## src/rtl/mc_ctrl.sv

```systemverilog
// Multi-cycle MIPS control FSM: sequences fetch/decode/execute/memory/writeback over
// the shared datapath, with a req/ready memory handshake, illegal-opcode trap and retire counter.
module mc_ctrl #(
    parameter int CNT_W = 32,
    parameter int ALU_W = 4
) (
    input  logic             clk,
    input  logic             rst,
    input  logic [5:0]       opcode,
    input  logic [5:0]       funct,
    input  logic             alu_zero,
    input  logic             mem_ready,
    output logic             mem_req,
    output logic             mem_we,
    output logic             ir_wr,
    output logic             pc_wr,
    output logic [1:0]       npc_sel,
    output logic             reg_wr,
    output logic             reg_dst,
    output logic             mem_to_reg,
    output logic             alu_src,
    output logic             ext_op,
    output logic [ALU_W-1:0] alu_ctl,
    output logic             illegal,
    output logic [CNT_W-1:0] retired,
    output logic [3:0]       state
);

    typedef enum logic [3:0] {
        ST_FETCH    = 4'd0,
        ST_DECODE   = 4'd1,
        ST_EXEC_R   = 4'd2,
        ST_EXEC_I   = 4'd3,
        ST_WB_R     = 4'd4,
        ST_WB_I     = 4'd5,
        ST_MEM_ADDR = 4'd6,
        ST_MEM_RD   = 4'd7,
        ST_MEM_WR   = 4'd8,
        ST_WB_MEM   = 4'd9,
        ST_BRANCH   = 4'd10,
        ST_JUMP     = 4'd11,
        ST_TRAP     = 4'd12
    } state_t;

    localparam logic [5:0] OP_RTYPE = 6'b000000;
    localparam logic [5:0] OP_ORI   = 6'b001101;
    localparam logic [5:0] OP_LUI   = 6'b001111;
    localparam logic [5:0] OP_LW    = 6'b100011;
    localparam logic [5:0] OP_SW    = 6'b101011;
    localparam logic [5:0] OP_BEQ   = 6'b000100;
    localparam logic [5:0] OP_J     = 6'b000010;
    localparam logic [5:0] FN_ADDU  = 6'b100001;
    localparam logic [5:0] FN_SUBU  = 6'b100011;

    localparam logic [ALU_W-1:0] ALU_ADDU = ALU_W'(4'd0);
    localparam logic [ALU_W-1:0] ALU_SUBU = ALU_W'(4'd1);
    localparam logic [ALU_W-1:0] ALU_OR   = ALU_W'(4'd2);
    localparam logic [ALU_W-1:0] ALU_LUI  = ALU_W'(4'd3);

    localparam logic [1:0] NPC_SEQ  = 2'd0;
    localparam logic [1:0] NPC_BR   = 2'd1;
    localparam logic [1:0] NPC_JUMP = 2'd2;

    function automatic state_t decode_next(input logic [5:0] op, input logic [5:0] fn);
        state_t nxt;
        case (op)
            OP_RTYPE: begin
                if ((fn == FN_ADDU) || (fn == FN_SUBU)) begin
                    nxt = ST_EXEC_R;
                end else begin
                    nxt = ST_TRAP;
                end
            end
            OP_ORI, OP_LUI: nxt = ST_EXEC_I;
            OP_LW, OP_SW:   nxt = ST_MEM_ADDR;
            OP_BEQ:         nxt = ST_BRANCH;
            OP_J:           nxt = ST_JUMP;
            default:        nxt = ST_TRAP;
        endcase
        return nxt;
    endfunction

    function automatic logic [ALU_W-1:0] r_alu(input logic [5:0] fn);
        logic [ALU_W-1:0] ctl;
        if (fn == FN_SUBU) begin
            ctl = ALU_SUBU;
        end else begin
            ctl = ALU_ADDU;
        end
        return ctl;
    endfunction

    function automatic logic [ALU_W-1:0] i_alu(input logic [5:0] op);
        logic [ALU_W-1:0] ctl;
        if (op == OP_LUI) begin
            ctl = ALU_LUI;
        end else begin
            ctl = ALU_OR;
        end
        return ctl;
    endfunction

    state_t           state_r;
    state_t           decode_next_s;
    logic             illegal_r;
    logic [CNT_W-1:0] retired_r;
    logic [CNT_W-1:0] retired_inc_s;

    assign decode_next_s = decode_next(opcode, funct);
    assign retired_inc_s = retired_r + {{(CNT_W-1){1'b0}}, 1'b1};

    // State sequencing, sticky illegal flag and retire counter.
    always_ff @(posedge clk or negedge rst) begin
        if (!rst) begin
            state_r   <= ST_FETCH;
            illegal_r <= 1'b0;
            retired_r <= '0;
        end else begin
            case (state_r)
                ST_FETCH: begin
                    if (mem_ready) begin
                        state_r <= ST_DECODE;
                    end else begin
                        state_r <= ST_FETCH;
                    end
                end
                ST_DECODE: begin
                    state_r <= decode_next_s;
                    if (decode_next_s == ST_TRAP) begin
                        illegal_r <= 1'b1;
                    end
                end
                ST_EXEC_R:   state_r <= ST_WB_R;
                ST_EXEC_I:   state_r <= ST_WB_I;
                ST_MEM_ADDR: begin
                    if (opcode == OP_LW) begin
                        state_r <= ST_MEM_RD;
                    end else begin
                        state_r <= ST_MEM_WR;
                    end
                end
                ST_MEM_RD: begin
                    if (mem_ready) begin
                        state_r <= ST_WB_MEM;
                    end else begin
                        state_r <= ST_MEM_RD;
                    end
                end
                ST_MEM_WR: begin
                    if (mem_ready) begin
                        state_r   <= ST_FETCH;
                        retired_r <= retired_inc_s;
                    end else begin
                        state_r <= ST_MEM_WR;
                    end
                end
                ST_WB_R, ST_WB_I, ST_WB_MEM, ST_BRANCH, ST_JUMP: begin
                    state_r   <= ST_FETCH;
                    retired_r <= retired_inc_s;
                end
                ST_TRAP: state_r <= ST_TRAP;
                // Unused encodings are treated as a fault and parked in TRAP.
                default: begin
                    state_r   <= ST_TRAP;
                    illegal_r <= 1'b1;
                end
            endcase
        end
    end

    // Moore control decode; reset gates everything low so mem_req drops immediately.
    always_comb begin
        mem_req    = 1'b0;
        mem_we     = 1'b0;
        ir_wr      = 1'b0;
        pc_wr      = 1'b0;
        npc_sel    = NPC_SEQ;
        reg_wr     = 1'b0;
        reg_dst    = 1'b0;
        mem_to_reg = 1'b0;
        alu_src    = 1'b0;
        ext_op     = 1'b0;
        alu_ctl    = ALU_ADDU;
        if (rst) begin
            case (state_r)
                ST_FETCH: begin
                    mem_req = 1'b1;
                    ir_wr   = mem_ready;
                    pc_wr   = mem_ready;
                end
                ST_EXEC_R: begin
                    alu_ctl = r_alu(funct);
                end
                ST_WB_R: begin
                    reg_wr  = 1'b1;
                    reg_dst = 1'b1;
                    alu_ctl = r_alu(funct);
                end
                ST_EXEC_I: begin
                    alu_src = 1'b1;
                    alu_ctl = i_alu(opcode);
                end
                ST_WB_I: begin
                    reg_wr  = 1'b1;
                    alu_src = 1'b1;
                    alu_ctl = i_alu(opcode);
                end
                ST_MEM_ADDR: begin
                    alu_src = 1'b1;
                    ext_op  = 1'b1;
                end
                ST_MEM_RD: begin
                    mem_req = 1'b1;
                    alu_src = 1'b1;
                    ext_op  = 1'b1;
                end
                ST_MEM_WR: begin
                    mem_req = 1'b1;
                    mem_we  = 1'b1;
                    alu_src = 1'b1;
                    ext_op  = 1'b1;
                end
                ST_WB_MEM: begin
                    reg_wr     = 1'b1;
                    mem_to_reg = 1'b1;
                end
                ST_BRANCH: begin
                    alu_ctl = ALU_SUBU;
                    npc_sel = NPC_BR;
                    pc_wr   = alu_zero;
                end
                ST_JUMP: begin
                    pc_wr   = 1'b1;
                    npc_sel = NPC_JUMP;
                end
                default: begin
                    mem_req = 1'b0;
                end
            endcase
        end else begin
            mem_req = 1'b0;
        end
    end

    assign illegal = illegal_r;
    assign retired = retired_r;
    assign state   = state_r;

endmodule

```

## config.mk

```make
export PLATFORM = sky130hd
export DESIGN_NAME = mc_ctrl
export DESIGN_NICKNAME = d
export VERILOG_FILES = /design/src/rtl/mc_ctrl.sv
export SDC_FILE = /design/constraint.sdc
export NUM_CORES = 1
export LEC_CHECK = 0
export ABC_AREA = 1
export CORE_MARGIN = 5
export CORE_UTILIZATION = 28
export CTS_CLUSTER_SIZE = 40
export DETAILED_ROUTE_END_ITERATION = 6
export HOLD_SLACK_MARGIN = 0.05
export PLACE_DENSITY = 0.54
export SLEW_MARGIN = 20
export SYNTH_ARGS = -nofsm -noshare
export SYNTH_HDL_FRONTEND = slang
export SYNTH_SLANG_ARGS = --single-unit
```

## constraint.sdc

```tcl
create_clock -name clk -period 1.6 [get_ports clk]
set_input_delay 0.24 -clock clk [delete_from_list [all_inputs] [get_ports clk]]
set_output_delay 0.24 -clock clk [all_outputs]
set_load 0.02 [all_outputs]
```

==> flow_summary.yaml <==
job:
  cap_violations: 0
clock_tree:
  cts_buffer_depth: 2
  insertion_delay_ps: 290
  cts.reportedPaths.clkPinSlew_ps: 80
  cts_buffers: 5
  ctsHtreeMaxLevel: 2
  cts_tree: "yes"
  root_buffer: "clkbuf_8"
  hold_buffers: 0
  cts.sinks: 37
global_route:
  grt_first_pass_wirelength_mm: 14.52
  groute.usage.overall_pct: 15.33
  grt_pass1_vias: 2973
  grt_overflow: 0
  antenna_found_initial: 0
  grt_max_degree: 38
setup_path:
  worstSetupEndpointType: "output pin"
  cp.arrival_ps: 1550
  critical_path.max_fanout: 6
  worstSetupStartpointType: "register"
  critical_path_class: "register to output pin"
  rr_worst_depth: 11
  critical_path_required_ps: 1360
placement:
  gp_congestion: 0.9054
  port_buffers: 65
  dpl-instance-area_sq_um: 3802
  dp_hpwl_mm: 6.881
finish:
  area_growth_pct: 57.10
  n_fill_cell: 1062
  fin_nets: 592
  num_antenna_cells: 0
  final_area_sq_um: 4307
  fin_util_pct: 44.68
  layout-drive-gt1-share_pct: 25.87
yosys:
  synth-main-ff-cell: "dfrtp_1"
  yosys.area_share.simple_pct: 49.70
  post_synth_instance_area_sq_um: 2741
  synth.top_cell.area_share_pct: 33.77
  synth-seq-cells: 37
  synthTopCellsByArea: "dfrtp_1, nand2_1, nor2_1"
  ys_top_cells_by_count: "nand2_1, nor2_1, inv_1, dfrtp_1, nand3_1"
  synth_mux_area_share_pct: 0
  synth_edf_count: 0
  synth_seq_area_share_pct: 33.77
  ys_warn_count: 0
  yosysTopAreaCell: "dfrtp_1"
  synth_xor_area_share_pct: 3.514
  synthDistinctLibCells: 30
  synth_top_family_by_area: "simple AND/OR/NAND/NOR gates"
  postSynthAreaPerCell_sq_um: 6.052
  synthArstFlopShare_pct: 100.0
  netlist_instances: 453
  synth_most_common_cell: "nand2_1"
  synthAdderAreaFrac_pct: 0.4564
  synth_compound_area_share_pct: 3.971
run_status:
  violations: "setup timing"
  status: "complete, but fails checks"
timing:
  slew_viol_final: 0
  hold_viol: 0
  fmax_mhz: 558.8
  fin_ws_ps: -189.6
  final.min_clock_period_ps: 1790
  skew_ps: 4.046
  setup_viol: 12
  hold_slack_ps: 197.7
  rsz0062_at_grt: "yes"
  min_period_over_period_pct: 111.9
drt:
  num_vias: 3214
  drtIter0Drc: 170
  postRouteWirelength_mm: 9.325
  drt_first_pass_iters: 5
  ant_nets: 0
  drc: 0
  wl_per_cell_um: 13.15
  vias_per_cell: 4.533
power:
  cellPowerDensity_nw_per_um2: 1156
  p_leak_nw: 2.188
  ir_drop_v: 0.0004028
floorplanning:
  die_x_um: 108.9
  core_area_sq_um: 9639
  ios: 68
  start_util_pct: 28.44
  die_area_sq_um: 11870
  row_count: 36
  die_h_um: 108.9
min_path:
  hold_class: "primary input to async pin"
## worst paths after layout
| kind | startpoint | end | slack [ps] |
|---|---|---|---|
| setup / recovery | state[1] | alu_src | -190 |
| hold / removal | rst | retired[8] | 200 |
| min in group clk | illegal | illegal | 480 |
| setup reg to reg | state[2] | retired[8] | 30 |
| max in group asynchronous | rst | retired[12] | 1020 |
| hold reg to reg | illegal | illegal | 480 |
## worst max-delay path: stages, from the launching register on
cell     delay (ps)
dfrtp_2         460
nand2_2         100
inv_2            40
nand2_2          80
nand2_2          60
o21ai_1         110
inv_1            60
or2_4           220
buf_6           130
## area by class of cell
cell class / instances / area [sq um] / share of cell area (%)
timing repair inverter: 2 / 22.52 / 0.5230
clock inverter: 2 / 37.54 / 0.8716
clock buffer: 6 / 82.58 / 1.917
timing repair buffer: 118 / 1084 / 25.16
multi-input combinational: 364 / 1767 / 41.02
inverter: 47 / 205.2 / 4.765
sequential: 37 / 942.2 / 21.88
tap: 133 / 166.4 / 3.864
## cell families (layout without fill, tap and decap cells)
family / after synthesis / after routing
buffers and inverters: 53 / 175
adder cells (fa/ha/maj): 1 / 1
other: 1 / 2
XOR/XNOR: 11 / 11
AND/OR/NAND/NOR: 330 / 330
AO/OA/AOI/OAI: 20 / 20
flip-flops: 37 / 37
## layer usage
| layer | track usage [%] | vias up | share of wire [%] |
|---|---|---|---|
| met5 | 0 | - | 0 |
| met4 | 2.795 | 0 | 1.8 |
| met3 | 2.960 | 16 | 6.0 |
| met2 | 27.15 | 97 | 50 |
| met1 | 19.46 | 1478 | 42 |
| li1 | - | 1623 | - |
## placed cells by master, fill, tap and decap left out, types with 14 or more instances in the layout
cell             synthesis  layout
nand3_1                 25      25
inv_1                   43      38
dlygate4sd2_1            0      32
dfrtp_1                 37      24
buf_4                    3      47
nor2_1                  75      65
buf_6                    2      14
nand2_1                205     190
nand2_2                  3      16
clkdlybuf4s50_1          0      16
## report_power, final
group / switching (mW) / internal (mW) / leakage, nW / total (mW)
registers: 0.181 / 1.07 / 0.479 / 1.25
clock network: 0.372 / 0.507 / 0.0574 / 0.880
logic: 1.56 / 1.29 / 1.65 / 2.85
## what timing repair did
| action | CTS | global route |
|---|---|---|
| pin swaps | 8 | 14 |
| setup buffers | 2 | 16 |
| endpoints found under the setup margin | 45 | 38 |
| cloned | 0 | 3 |
| gates resized for setup | 124 | 67 |
| endpoints found under the hold margin | 0 | 0 |
## per-stage QoR
| stage | total power, mW | setup slack (ps) | TNS, ps | cells |
|---|---|---|---|---|
| 2_1_floorplan | 2.279 | 0.8138 | 0 | 454 |
| 3_3_place_gp | 3.186 | -430.5 | -3386 | 683 |
| 3_5_place_dp | 3.210 | -428.3 | -3676 | 683 |
| 4_1_cts | 4.140 | -219.1 | -862.1 | 693 |
| 5_1_grt | 5.256 | -260.1 | -2300 | 709 |
| 6_report | 4.977 | -189.6 | -920.3 | 709 |
## state kept, by name, summed over array words and instances, names as in the netlist
name,count
illegal,1
retired,32
state,4
No activity file was read; power rests on OpenSTA's default activity.
